<file path="src/rtl/msdap_input_loader.sv">
// Serial-to-parallel front end for the MSDAP filter datapath.
//
// Assembles framed, MSB-first 16-bit words from a bit-strobed serial stream and
// routes them, in load order, to the Rj memory, the coefficient memory and then
// the circular data memory. Each stored data sample is followed one cycle later
// by a start pulse to the ALU. Long runs of zero data words put the datapath to
// sleep until a nonzero word arrives.
//
// Ports:
//   clk, rst_n               clock, asynchronous active-low reset
//   bit_en, sdata, sframe    serial input (sdata/sframe sampled when bit_en = 1)
//   rj_we/waddr/wdata        Rj memory write port (16 x 8)
//   coeff_we/waddr/wdata     coefficient memory write port (512 x 16)
//   data_we/waddr/wdata      data memory write port (256 x 16, circular)
//   current_data_addr        address of the newest stored sample (to the ALU)
//   sample_valid             one-cycle ALU start pulse
//   sleeping, state          status: 0 LOAD_RJ, 1 LOAD_COEFF, 2 RUN, 3 SLEEP
module msdap_input_loader #(
  parameter int unsigned NUM_RJ      = 16,
  parameter int unsigned NUM_COEFF   = 512,
  parameter int unsigned SLEEP_ZEROS = 800
) (
  input  logic        clk,
  input  logic        rst_n,
  input  logic        bit_en,
  input  logic        sdata,
  input  logic        sframe,
  output logic        rj_we,
  output logic [3:0]  rj_waddr,
  output logic [7:0]  rj_wdata,
  output logic        coeff_we,
  output logic [8:0]  coeff_waddr,
  output logic [15:0] coeff_wdata,
  output logic        data_we,
  output logic [7:0]  data_waddr,
  output logic [15:0] data_wdata,
  output logic [7:0]  current_data_addr,
  output logic        sample_valid,
  output logic        sleeping,
  output logic [1:0]  state
);

  typedef enum logic [1:0] {
    StLoadRj    = 2'd0,
    StLoadCoeff = 2'd1,
    StRun       = 2'd2,
    StSleep     = 2'd3
  } state_e;

  localparam logic [3:0] RjLast    = 4'(NUM_RJ - 1);
  localparam logic [8:0] CoeffLast = 9'(NUM_COEFF - 1);
  localparam logic [9:0] SleepLast = 10'(SLEEP_ZEROS - 1);

  // Word assembler. Only 15 bits are stored: bit 16 is taken straight from
  // sdata on the completing edge, so the word is never held in the shifter.
  logic [14:0] shift_q;
  logic [4:0]  cnt_q;
  logic        word_done;
  logic [15:0] word;

  assign word_done = bit_en && !sframe && (cnt_q == 5'd15);
  assign word      = {shift_q, sdata};

  always_ff @(posedge clk or negedge rst_n) begin
    if (!rst_n) begin
      shift_q <= '0;
      cnt_q   <= '0;
    end else if (bit_en) begin
      if (sframe) begin
        // A frame marker always restarts the word, discarding any partial one.
        shift_q <= {14'b0, sdata};
        cnt_q   <= 5'd1;
      end else if (cnt_q != 5'd0) begin
        shift_q <= {shift_q[13:0], sdata};
        cnt_q   <= (cnt_q == 5'd15) ? 5'd0 : cnt_q + 5'd1;
      end
    end
  end

  // State machine: decides where each completed word goes.
  state_e     state_q, state_d;
  logic [9:0] zero_cnt_q, zero_cnt_d;
  logic       rj_wr, coeff_wr, data_wr;

  always_comb begin
    state_d    = state_q;
    zero_cnt_d = zero_cnt_q;
    rj_wr      = 1'b0;
    coeff_wr   = 1'b0;
    data_wr    = 1'b0;
    if (word_done) begin
      unique case (state_q)
        StLoadRj: begin
          rj_wr = 1'b1;
          if (rj_waddr == RjLast) state_d = StLoadCoeff;
        end
        StLoadCoeff: begin
          coeff_wr = 1'b1;
          if (coeff_waddr == CoeffLast) state_d = StRun;
        end
        StRun: begin
          data_wr = 1'b1;
          if (word == 16'd0) begin
            zero_cnt_d = zero_cnt_q + 10'd1;
            if (zero_cnt_q == SleepLast) state_d = StSleep;
          end else begin
            zero_cnt_d = 10'd0;
          end
        end
        StSleep: begin
          // Zero words are dropped entirely; the first nonzero word wakes up.
          if (word != 16'd0) begin
            data_wr    = 1'b1;
            zero_cnt_d = 10'd0;
            state_d    = StRun;
          end
        end
      endcase
    end
  end

  always_ff @(posedge clk or negedge rst_n) begin
    if (!rst_n) begin
      state_q    <= StLoadRj;
      zero_cnt_q <= '0;
    end else begin
      state_q    <= state_d;
      zero_cnt_q <= zero_cnt_d;
    end
  end

  // Registered write ports. Addresses advance on the edge that retires the
  // write, so each address is stable for the whole write cycle.
  always_ff @(posedge clk or negedge rst_n) begin
    if (!rst_n) begin
      rj_we             <= 1'b0;
      rj_waddr          <= '0;
      rj_wdata          <= '0;
      coeff_we          <= 1'b0;
      coeff_waddr       <= '0;
      coeff_wdata       <= '0;
      data_we           <= 1'b0;
      data_waddr        <= '0;
      data_wdata        <= '0;
      current_data_addr <= '0;
      sample_valid      <= 1'b0;
    end else begin
      rj_we        <= rj_wr;
      coeff_we     <= coeff_wr;
      data_we      <= data_wr;
      // The ALU starts only once the sample has been written to memory.
      sample_valid <= data_we;
      if (rj_wr)    rj_wdata    <= word[7:0];
      if (coeff_wr) coeff_wdata <= word;
      if (data_wr)  data_wdata  <= word;
      if (rj_we)    rj_waddr    <= rj_waddr + 4'd1;
      if (coeff_we) coeff_waddr <= coeff_waddr + 9'd1;
      if (data_we) begin
        current_data_addr <= data_waddr;
        data_waddr        <= data_waddr + 8'd1;
      end
    end
  end

  assign sleeping = (state_q == StSleep);
  assign state    = state_q;

endmodule
</file>
<file path="config.mk">
export PLATFORM = sky130hd
export DESIGN_NAME = msdap_input_loader
export DESIGN_NICKNAME = d
export VERILOG_FILES = /design/src/rtl/msdap_input_loader.sv
export SDC_FILE = /design/constraint.sdc
export NUM_CORES = 1
export LEC_CHECK = 0
export CELL_PAD_IN_SITES_DETAIL_PLACEMENT = 1
export CELL_PAD_IN_SITES_GLOBAL_PLACEMENT = 1
export CORE_MARGIN = 2
export CORE_UTILIZATION = 46
export CTS_CLUSTER_DIAMETER = 50
export CTS_CLUSTER_SIZE = 24
export DETAILED_ROUTE_END_ITERATION = 12
export PLACE_DENSITY_LB_ADDON = 0.25
export SKIP_CTS_REPAIR_TIMING = 1
export SYNTH_ARGS = -nofsm -noshare
export SYNTH_HDL_FRONTEND = slang
export SYNTH_SLANG_ARGS = --single-unit
export TNS_END_PERCENT = 1
</file>
<file path="constraint.sdc">
create_clock -name clk -period 3.8 [get_ports clk]
set_input_delay 0.76 -clock clk [delete_from_list [all_inputs] [get_ports clk]]
set_output_delay 0.76 -clock clk [all_outputs]
set_load 0.02 [all_outputs]
</file>
==> metrics.json, run 1 <==
{
  "register_area_share_after_synthesis": {"value": 0.591},
  "worst-path-buf-inv": {"value": 2},
  "clockPowerShare": {"value": 0.314},
  "floorplan.die.width": {"value": 102, "unit": "um"},
  "power.density_cell_area": {"value": 375, "unit": "mW/mm2"},
  "cts.root.buffer_cell": {"value": "clkbuf_8"},
  "timing.critical_path.slowest_stage_cell": {"value": "a21o_1"},
  "worst_hold_path_type": {"value": "in -> async"},
  "num_io_pins": {"value": 81},
  "post_synth_num_cell_types": {"value": 47},
  "final-hold-violation-count": {"value": 0},
  "layout.filler_cells": {"value": 947},
  "syn2layout_area_growth": {"value": 24.2, "unit": "%"},
  "max_freq": {"value": 373, "unit": "MHz"},
  "final_net_count": {"value": 415},
  "gr-usage-all-layers": {"value": 0.205},
  "overflow": {"value": 0},
  "clock_input_transition_at_the_sequential_cells_of_the_worst_setup_and_hold_paths": {"value": 0.09, "unit": "ns"},
  "postSynthRegisterBits": {"value": 105},
  "antenna_found_initial": {"value": 0},
  "grt_max_degree": {"value": 60},
  "multi_input_area": {"value": 0.00168, "unit": "mm2"},
  "finClkSkew": {"value": 0.0121, "unit": "ns"},
  "synth_ff_type": {"value": "dfrtp_1"},
  "via_count_of_the_first_global_routing_pass": {"value": 3047},
  "detail_route.wl_per_cell": {"value": 18.5, "unit": "um"},
  "detailroute.via_count": {"value": 2920},
  "synth_warn": {"value": 0},
  "maxCapViolCount": {"value": 0},
  "firstDrtPassIters": {"value": 4},
  "unrepaired_setup_endpoints_after_global_routing": {"value": "false"},
  "mappedNetlistArea": {"value": 0.00444, "unit": "mm2"},
  "clock_latency": {"value": 0.37, "unit": "ns"},
  "status": {"value": "finished clean"},
  "cellInternalPower": {"value": 1510, "unit": "uW"},
  "netlist_instances": {"value": 323},
  "tightest_slew": {"value": 0.891, "unit": "ns"},
  "dieHeight": {"value": 102, "unit": "um"},
  "worst_ep_required_time": {"value": 4.05, "unit": "ns"},
  "sw_frac_of_total": {"value": 0.273},
  "final-seq-area": {"value": 0.00263, "unit": "mm2"},
  "dp_worst_setup_slack": {"value": 0.700, "unit": "ns"},
  "number_of_nets_produced_by_synthesis": {"value": 335},
  "critical_path.max_stage_delay": {"value": 0.70, "unit": "ns"},
  "fp-row-count": {"value": 35},
  "criticalPathCategory": {"value": "in -> reg"},
  "leakage": {"value": 0.00260, "unit": "uW"},
  "period_share": {"value": 0.706},
  "drtIter0Drc": {"value": 63},
  "data_arrival_at_the_endpoint_of_the_critical_path": {"value": 2.94, "unit": "ns"},
  "critical_path.max_fanout": {"value": 18},
  "grt_first_pass_wirelength": {"value": 16.2, "unit": "mm"},
  "antenna_left": {"value": 0},
  "floorplan.die_area": {"value": 0.0105, "unit": "mm2"},
  "clock-sinks": {"value": 105},
  "initial_core_util": {"value": 0.476},
  "clock_tree.htree_level_count": {"value": 3},
  "place_hpwl": {"value": 7.13, "unit": "mm"},
  "maxSlewHeadroom": {"value": 0.406},
  "cpLargestDelayFamily": {"value": "buffers and inverters"},
  "ctsLongestPathBuffers": {"value": 2},
  "fin_tns_setup": {"value": 0, "unit": "ns"},
  "vias_per_cell": {"value": 5.44},
  "net-switching-power": {"value": 565, "unit": "uW"},
  "layout_setup_ws": {"value": 1.12, "unit": "ns"},
  "critical_path.startpoint_type": {"value": "input pin"},
  "antenna_cells": {"value": 0},
  "number_of_design_rule_violations_left_after_detail_routing": {"value": 0},
  "seq_power_share": {"value": 0.586},
  "numPortBuffers": {"value": 80},
  "async_set_or_reset_register_ratio_after_synthesis": {"value": 1.00},
  "comb_power_share": {"value": 0.101},
  "globalplace.congestion": {"value": 0.732},
  "drive_above_1_share": {"value": 0.201},
  "floorplan.core_area": {"value": 0.00933, "unit": "mm2"},
  "cp_cell_sequence": {"value": "clkdlybuf4s50_1 -> nor2b_1 -> buf_4 -> nand3_4 -> a21o_1 -> mux2_2"},
  "cp-end-kind": {"value": "flip-flop"},
  "cts_made_buffers": {"value": 9},
  "drt-total-wl": {"value": 9.93, "unit": "mm"},
  "synth-edff-count": {"value": 0},
  "tritoncts_clock_tree": {"value": "built"},
  "timing.final.setup_violations": {"value": 0},
  "timing.final.crit_period": {"value": 2.68, "unit": "ns"},
  "max-vdd-ir-drop": {"value": 207, "unit": "uV"},
  "slew_violations": {"value": 0},
  "post_synthesis_area_per_instance": {"value": 13.8, "unit": "um2"}
}
==> final timing paths <==
path	depth (start not counted)	from	slack (ns)	to
hold reg to reg	1	data_waddr[7]	0.50	data_waddr[7]
min in group clk	1	data_waddr[7]	0.50	data_waddr[7]
setup / recovery	6	bit_en	1.12	data_wdata[13]
setup reg to reg	5	cnt_q[0]	1.35	data_wdata[13]
max in group asynchronous	2	rst_n	2.56	coeff_wdata[6]
hold / removal	1	rst_n	0.44	rj_waddr[2]
==> stage by stage <==
step | util | std cells | total power (uW) | instance area (um2) | hold slack [ns]
after floorplan | - | 323 | 1350 | 4440 | 0.458
after global placement | 0.572 | 521 | 1430 | 5340 | 0.473
after detailed placement | 0.572 | 521 | 1440 | 5340 | 0.488
after CTS | 0.592 | 537 | 2090 | 5520 | 0.462
after global routing | 0.592 | 537 | 2170 | 5520 | 0.480
final | 0.592 | 537 | 2070 | 5520 | 0.436
==> worst reg2reg max path, stage by stage, from the launching register on <==
cell and delay, ns:
dfrtp_1 0.42, ha_1 0.26, and4b_1 0.32, nand3_4 0.20
a21o_1 0.70, mux2_2 0.43
==> area by class of cell <==
cell class	count	area share
Tap cell	129	0.0292
Timing Repair Buffer	85	0.151
Clock buffer	11	0.0256
Clock inverter	5	0.00725
Sequential cell	105	0.476
Inverter	9	0.00612
Multi-Input combinational cell	193	0.304
==> cell usage in the layout, fill, tap and decap left out, types with 5 or more instances in the layout <==
cell and n:
a21oi_1 9, a22o_1 16, and2_1 5, buf_4 6, clkbuf_8 10, clkdlybuf4s50_1 79, dfrtp_1 105, ha_1 7
inv_1 9, mux2_2 42, mux2_4 12, nand2_1 11, nand3_1 9, nand4_1 12, nor2_1 5, xnor2_1 10
xor2_1 7
==> power by group through the flow <==
stage	sequential [uW]	combinational, uW	clock [uW]
after floorplan	1230	116	0
after global placement	1230	199	0
after detailed placement	1230	210	0
after CTS	1210	212	669
after global routing	1220	233	712
final	1210	209	649
==> state kept, by name, summed over array words and instances (netlist names) <==
name / flops
coeff_wdata: 16
data_wdata: 16
shift_q: 15
zero_cnt_q: 10
coeff_waddr: 9
current_data_addr: 8
data_waddr: 8
rj_wdata: 8
cnt_q: 5
rj_waddr: 4
state: 2
coeff_we: 1
data_we: 1
rj_we: 1
sample_valid: 1
==> cell usage after synthesis (2+ instances only) <==
cell type / number / area (um2)
inv_1: 9 / 33.8
a21oi_1: 9 / 45.0
mux2_4: 12 / 180
nor3b_1: 2 / 15.0
a21boi_0: 2 / 15.0
nand2b_1: 2 / 12.5
buf_2: 4 / 20.0
mux2i_1: 4 / 40.0
mux2_2: 42 / 473
nor2_1: 5 / 18.8
a22o_1: 16 / 140
xnor2_1: 10 / 87.6
nor4_1: 4 / 25.0
nand2_1: 11 / 41.3
nand4_1: 12 / 75.1
buf_6: 3 / 33.8
o311ai_0: 3 / 26.3
and2_1: 5 / 31.3
and3_1: 4 / 25.0
xor2_1: 7 / 61.3
a31o_2: 2 / 17.5
ha_1: 7 / 87.6
o21a_1: 2 / 15.0
and4b_1: 3 / 30.0
o22ai_1: 4 / 25.0
dfrtp_1: 105 / 2630
nand3_1: 9 / 45.0
clkbuf_1: 6 / 22.5
==> logic make-up after synthesis <==
family,count (synthesis),share of synthesized area
DFF,105,0.591
and+or+nand+nor,67,0.0912
muxes,58,0.156
AOI/OAI and AO/OA,44,0.0777
buffers and inverters,25,0.0307
xor gates and xnor gates,17,0.0335
adders and majority gates,7,0.0197
==> per-layer routing <==
layer	part of all wire	vias to the layer above	track usage
met5	0	-	0
met3	0.033	12	0.0451
li1	-	1334	-
met2	0.51	63	0.339
met4	0.014	0	0.0615
met1	0.45	1511	0.273
(Power assumes the default switching activity.)
==> inputs of run 2 (changes only) <==
--- a/config.mk
+++ b/config.mk
@@ -8,7 +8,7 @@
 export CELL_PAD_IN_SITES_DETAIL_PLACEMENT = 1
 export CELL_PAD_IN_SITES_GLOBAL_PLACEMENT = 1
 export CORE_MARGIN = 2
-export CORE_UTILIZATION = 46
+export CORE_UTILIZATION = 38
 export CTS_CLUSTER_DIAMETER = 50
 export CTS_CLUSTER_SIZE = 24
 export DETAILED_ROUTE_END_ITERATION = 12
==> constraint.sdc (replaced) <==
create_clock -name clk -period 2.2 [get_ports clk]
set_input_delay 0.44 -clock clk [delete_from_list [all_inputs] [get_ports clk]]
set_output_delay 0.44 -clock clk [all_outputs]
set_load 0.02 [all_outputs]
==> metrics.json, run 2 (same netlist as run 1, synthesis figures left out) <==
{
  "seq_power_share": {"value": 0.502, "change": "-0.084"},
  "via_count_of_the_first_global_routing_pass": {"value": 3319, "change": "+8.9%"},
  "clock_input_transition_at_the_sequential_cells_of_the_worst_setup_and_hold_paths": {"value": 0.07, "unit": "ns", "change": "-0.02 ns"},
  "worst_ep_required_time": {"value": 1.76, "unit": "ns", "change": "-2.29 ns"},
  "vias_per_cell": {"value": 5.18, "change": "-4.8%"},
  "net-switching-power": {"value": 1080, "unit": "uW", "change": "+90%"},
  "final_net_count": {"value": 434, "change": "+4.6%"},
  "max_freq": {"value": 489, "unit": "MHz"},
  "clock-sinks": {"value": 105, "change": "unchanged"},
  "cts.root.buffer_cell": {"value": "clkbuf_16"},
  "fp-row-count": {"value": 39, "change": "+11%"},
  "critical_path.startpoint_type": {"value": "flip-flop"},
  "cts_made_buffers": {"value": 9, "change": "unchanged"},
  "critical_path.max_stage_delay": {"value": 0.61, "unit": "ns", "change": "-0.09 ns"},
  "maxSlewHeadroom": {"value": 0.695, "change": "+0.289"},
  "layout_setup_ws": {"value": 0.156, "unit": "ns", "change": "-0.961 ns"},
  "cp-end-kind": {"value": "output pin"},
  "sw_frac_of_total": {"value": 0.259, "change": "-0.0143"},
  "power.density_cell_area": {"value": 713, "unit": "mW/mm2", "change": "+90%"},
  "fin_tns_setup": {"value": 0, "unit": "ns", "change": "unchanged"},
  "largest_registers": {"value": "coeff_wdata (16), data_wdata (16), shift_q (15)"},
  "floorplan.core_area": {"value": 0.0114, "unit": "mm2", "change": "+22%"},
  "detailroute.via_count": {"value": 2950, "change": "+1.0%"},
  "timing.critical_path.slowest_stage_cell": {"value": "clkdlybuf4s50_1"},
  "antenna_left": {"value": 0, "change": "unchanged"},
  "finClkSkew": {"value": 0.00758, "unit": "ns", "change": "-0.00456 ns"},
  "place_hpwl": {"value": 7.05, "unit": "mm", "change": "-1.1%"},
  "drt-total-wl": {"value": 10.1, "unit": "mm", "change": "+1.2%"},
  "firstDrtPassIters": {"value": 4, "change": "unchanged"},
  "floorplan.die_area": {"value": 0.0126, "unit": "mm2", "change": "+20%"},
  "slew_violations": {"value": 0, "change": "unchanged"},
  "final_cell_mix": {"value": "dfrtp_1 (104), clkdlybuf4s50_1 (79), mux2_2 (42)"},
  "final_common_cell": {"value": "dfrtp_1"},
  "worst-path-buf-inv": {"value": 1, "change": "-1"},
  "antenna_found_initial": {"value": 0, "change": "unchanged"},
  "final-hold-violation-count": {"value": 0, "change": "unchanged"},
  "initial_core_util": {"value": 0.389, "change": "-0.0872"},
  "period_share": {"value": 0.929},
  "detail_route.wl_per_cell": {"value": 17.6, "unit": "um", "change": "-4.6%"},
  "timing.final.crit_period": {"value": 2.04, "unit": "ns"},
  "clockPowerShare": {"value": 0.403, "change": "+0.089"},
  "dieHeight": {"value": 112, "unit": "um", "change": "+9.6%"},
  "ctsLongestPathBuffers": {"value": 2, "change": "unchanged"},
  "grt_first_pass_wirelength": {"value": 17.2, "unit": "mm", "change": "+6.1%"},
  "post-route-cell-area": {"value": 0.00584, "unit": "mm2", "change": "+5.7%"},
  "criticalPathCategory": {"value": "reg -> out"},
  "critical_path.startpoint": {"value": "state[1]"},
  "placedInstanceArea": {"value": 0.00552, "unit": "mm2", "change": "+3.5%"},
  "cp_cell_sequence": {"value": "and2_1 -> clkdlybuf4s50_1"},
  "cpLargestDelayFamily": {"value": "buffers and inverters"},
  "number_of_design_rule_violations_left_after_detail_routing": {"value": 0, "change": "unchanged"},
  "drtIter0Drc": {"value": 113, "change": "+79%"},
  "status": {"value": "finished clean"},
  "drive_above_1_share": {"value": 0.239, "change": "+0.0379"},
  "tritoncts_clock_tree": {"value": "built"},
  "gr-usage-all-layers": {"value": 0.172, "change": "-0.0333"},
  "grt_max_degree": {"value": 43, "change": "-28%"},
  "numPortBuffers": {"value": 80, "change": "unchanged"},
  "critical_path.max_fanout": {"value": 10, "change": "-8"},
  "worst_hold_path_type": {"value": "in -> async"},
  "tightest_slew": {"value": 0.457, "unit": "ns", "change": "-0.433 ns"},
  "antenna_cells": {"value": 0, "change": "unchanged"},
  "timing.rr.start": {"value": "coeff_waddr[3]"},
  "comb_power_share": {"value": 0.095, "change": "-0.006"},
  "num_io_pins": {"value": 81, "change": "unchanged"},
  "maxCapViolCount": {"value": 0, "change": "unchanged"},
  "timing.final.setup_violations": {"value": 0, "change": "unchanged"},
  "syn2layout_area_growth": {"value": 31.3, "unit": "%"},
  "max-vdd-ir-drop": {"value": 621, "unit": "uV", "change": "+200%"},
  "cellInternalPower": {"value": 3080, "unit": "uW", "change": "+100%"},
  "globalplace.congestion": {"value": 0.765, "change": "+4.5%"},
  "unrepaired_setup_endpoints_after_global_routing": {"value": "false"},
  "dp_worst_setup_slack": {"value": -0.0364, "unit": "ns", "change": "-0.736 ns"},
  "overflow": {"value": 0, "change": "unchanged"},
  "clock_tree.htree_level_count": {"value": 3, "change": "unchanged"},
  "data_arrival_at_the_endpoint_of_the_critical_path": {"value": 1.60, "unit": "ns", "change": "-1.34 ns"},
  "clock_latency": {"value": 0.35, "unit": "ns", "change": "-0.02 ns"},
  "leakage": {"value": 0.00277, "unit": "uW", "change": "+6.3%"},
  "floorplan.die.width": {"value": 112, "unit": "um", "change": "+9.6%"},
  "post-layout-total-power": {"value": 4160, "unit": "uW", "change": "+100%"}
}
## run 2: changes by cell type in the layout (fill, tap and decap cells not counted), sizes merged
cell / previous run / this run
bufinv: 0 / 1
clkbuf: 11 / 10
buf: 6 / 25
clkinvlp: 3 / 1
inv: 10 / 12
## run 2: path summary, 6_finish.rpt
| kind | to | slack [ns] | cells after the start |
|---|---|---|---|
| min in group clk | coeff_waddr[5] | 0.49 | 1 |
| min | current_data_addr[1] | 0.04 | 1 |
| max | sleeping | 0.16 | 2 |
| max reg2reg | state[0] | 0.16 | 9 |
| max in group asynchronous | zero_cnt_q[4] | 1.40 | 2 |
| min reg2reg | coeff_waddr[5] | 0.49 | 1 |
## run 2: per-stage QoR
stage,hold slack [ns],util,std cells
after global routing,0.0626,0.511,570
final,0.0372,0.511,570
after global placement,0.419,0.484,554
after floorplan,0.144,-,323
after CTS,0.0429,0.511,570
after detailed placement,0.422,0.484,554
## run 2: metal layers
layer  GRT usage  share of wire
met1       0.220           0.45
met2       0.290           0.49
met3      0.0502          0.042
met4      0.0382          0.011
met5           0              0
## run 2: layout make-up
type | instances | area [um2]
clock buffers | 10 | 229
repair buffers | 104 | 1000
inverters | 9 | 33.8
clock inverters | 6 | 82.6
flip-flops and latches | 105 | 2630
multi-input cells | 193 | 1680
fillers | 1200 | 5580
well taps | 143 | 179
## run 2: power by group through the flow
stage	Sequential, uW	Clock [uW]	Combinational [uW]
4_1_cts	2090	1730	401
2_1_floorplan	2130	0	200
3_5_place_dp	2130	0	398
5_1_grt	2100	1800	440
6_report	2090	1680	395
3_3_place_gp	2130	0	379
==> inputs of run 3 (changes only) <==
--- a/config.mk
+++ b/config.mk
@@ -12,6 +12,7 @@
 export CTS_CLUSTER_DIAMETER = 50
 export CTS_CLUSTER_SIZE = 24
 export DETAILED_ROUTE_END_ITERATION = 12
+export GPL_ROUTABILITY_DRIVEN = 0
 export PLACE_DENSITY_LB_ADDON = 0.25
 export SKIP_CTS_REPAIR_TIMING = 1
 export SYNTH_ARGS = -nofsm -noshare
==> results of run 3 <==
Same layout as run 2: the final DEF is identical, and so are final timing and power.
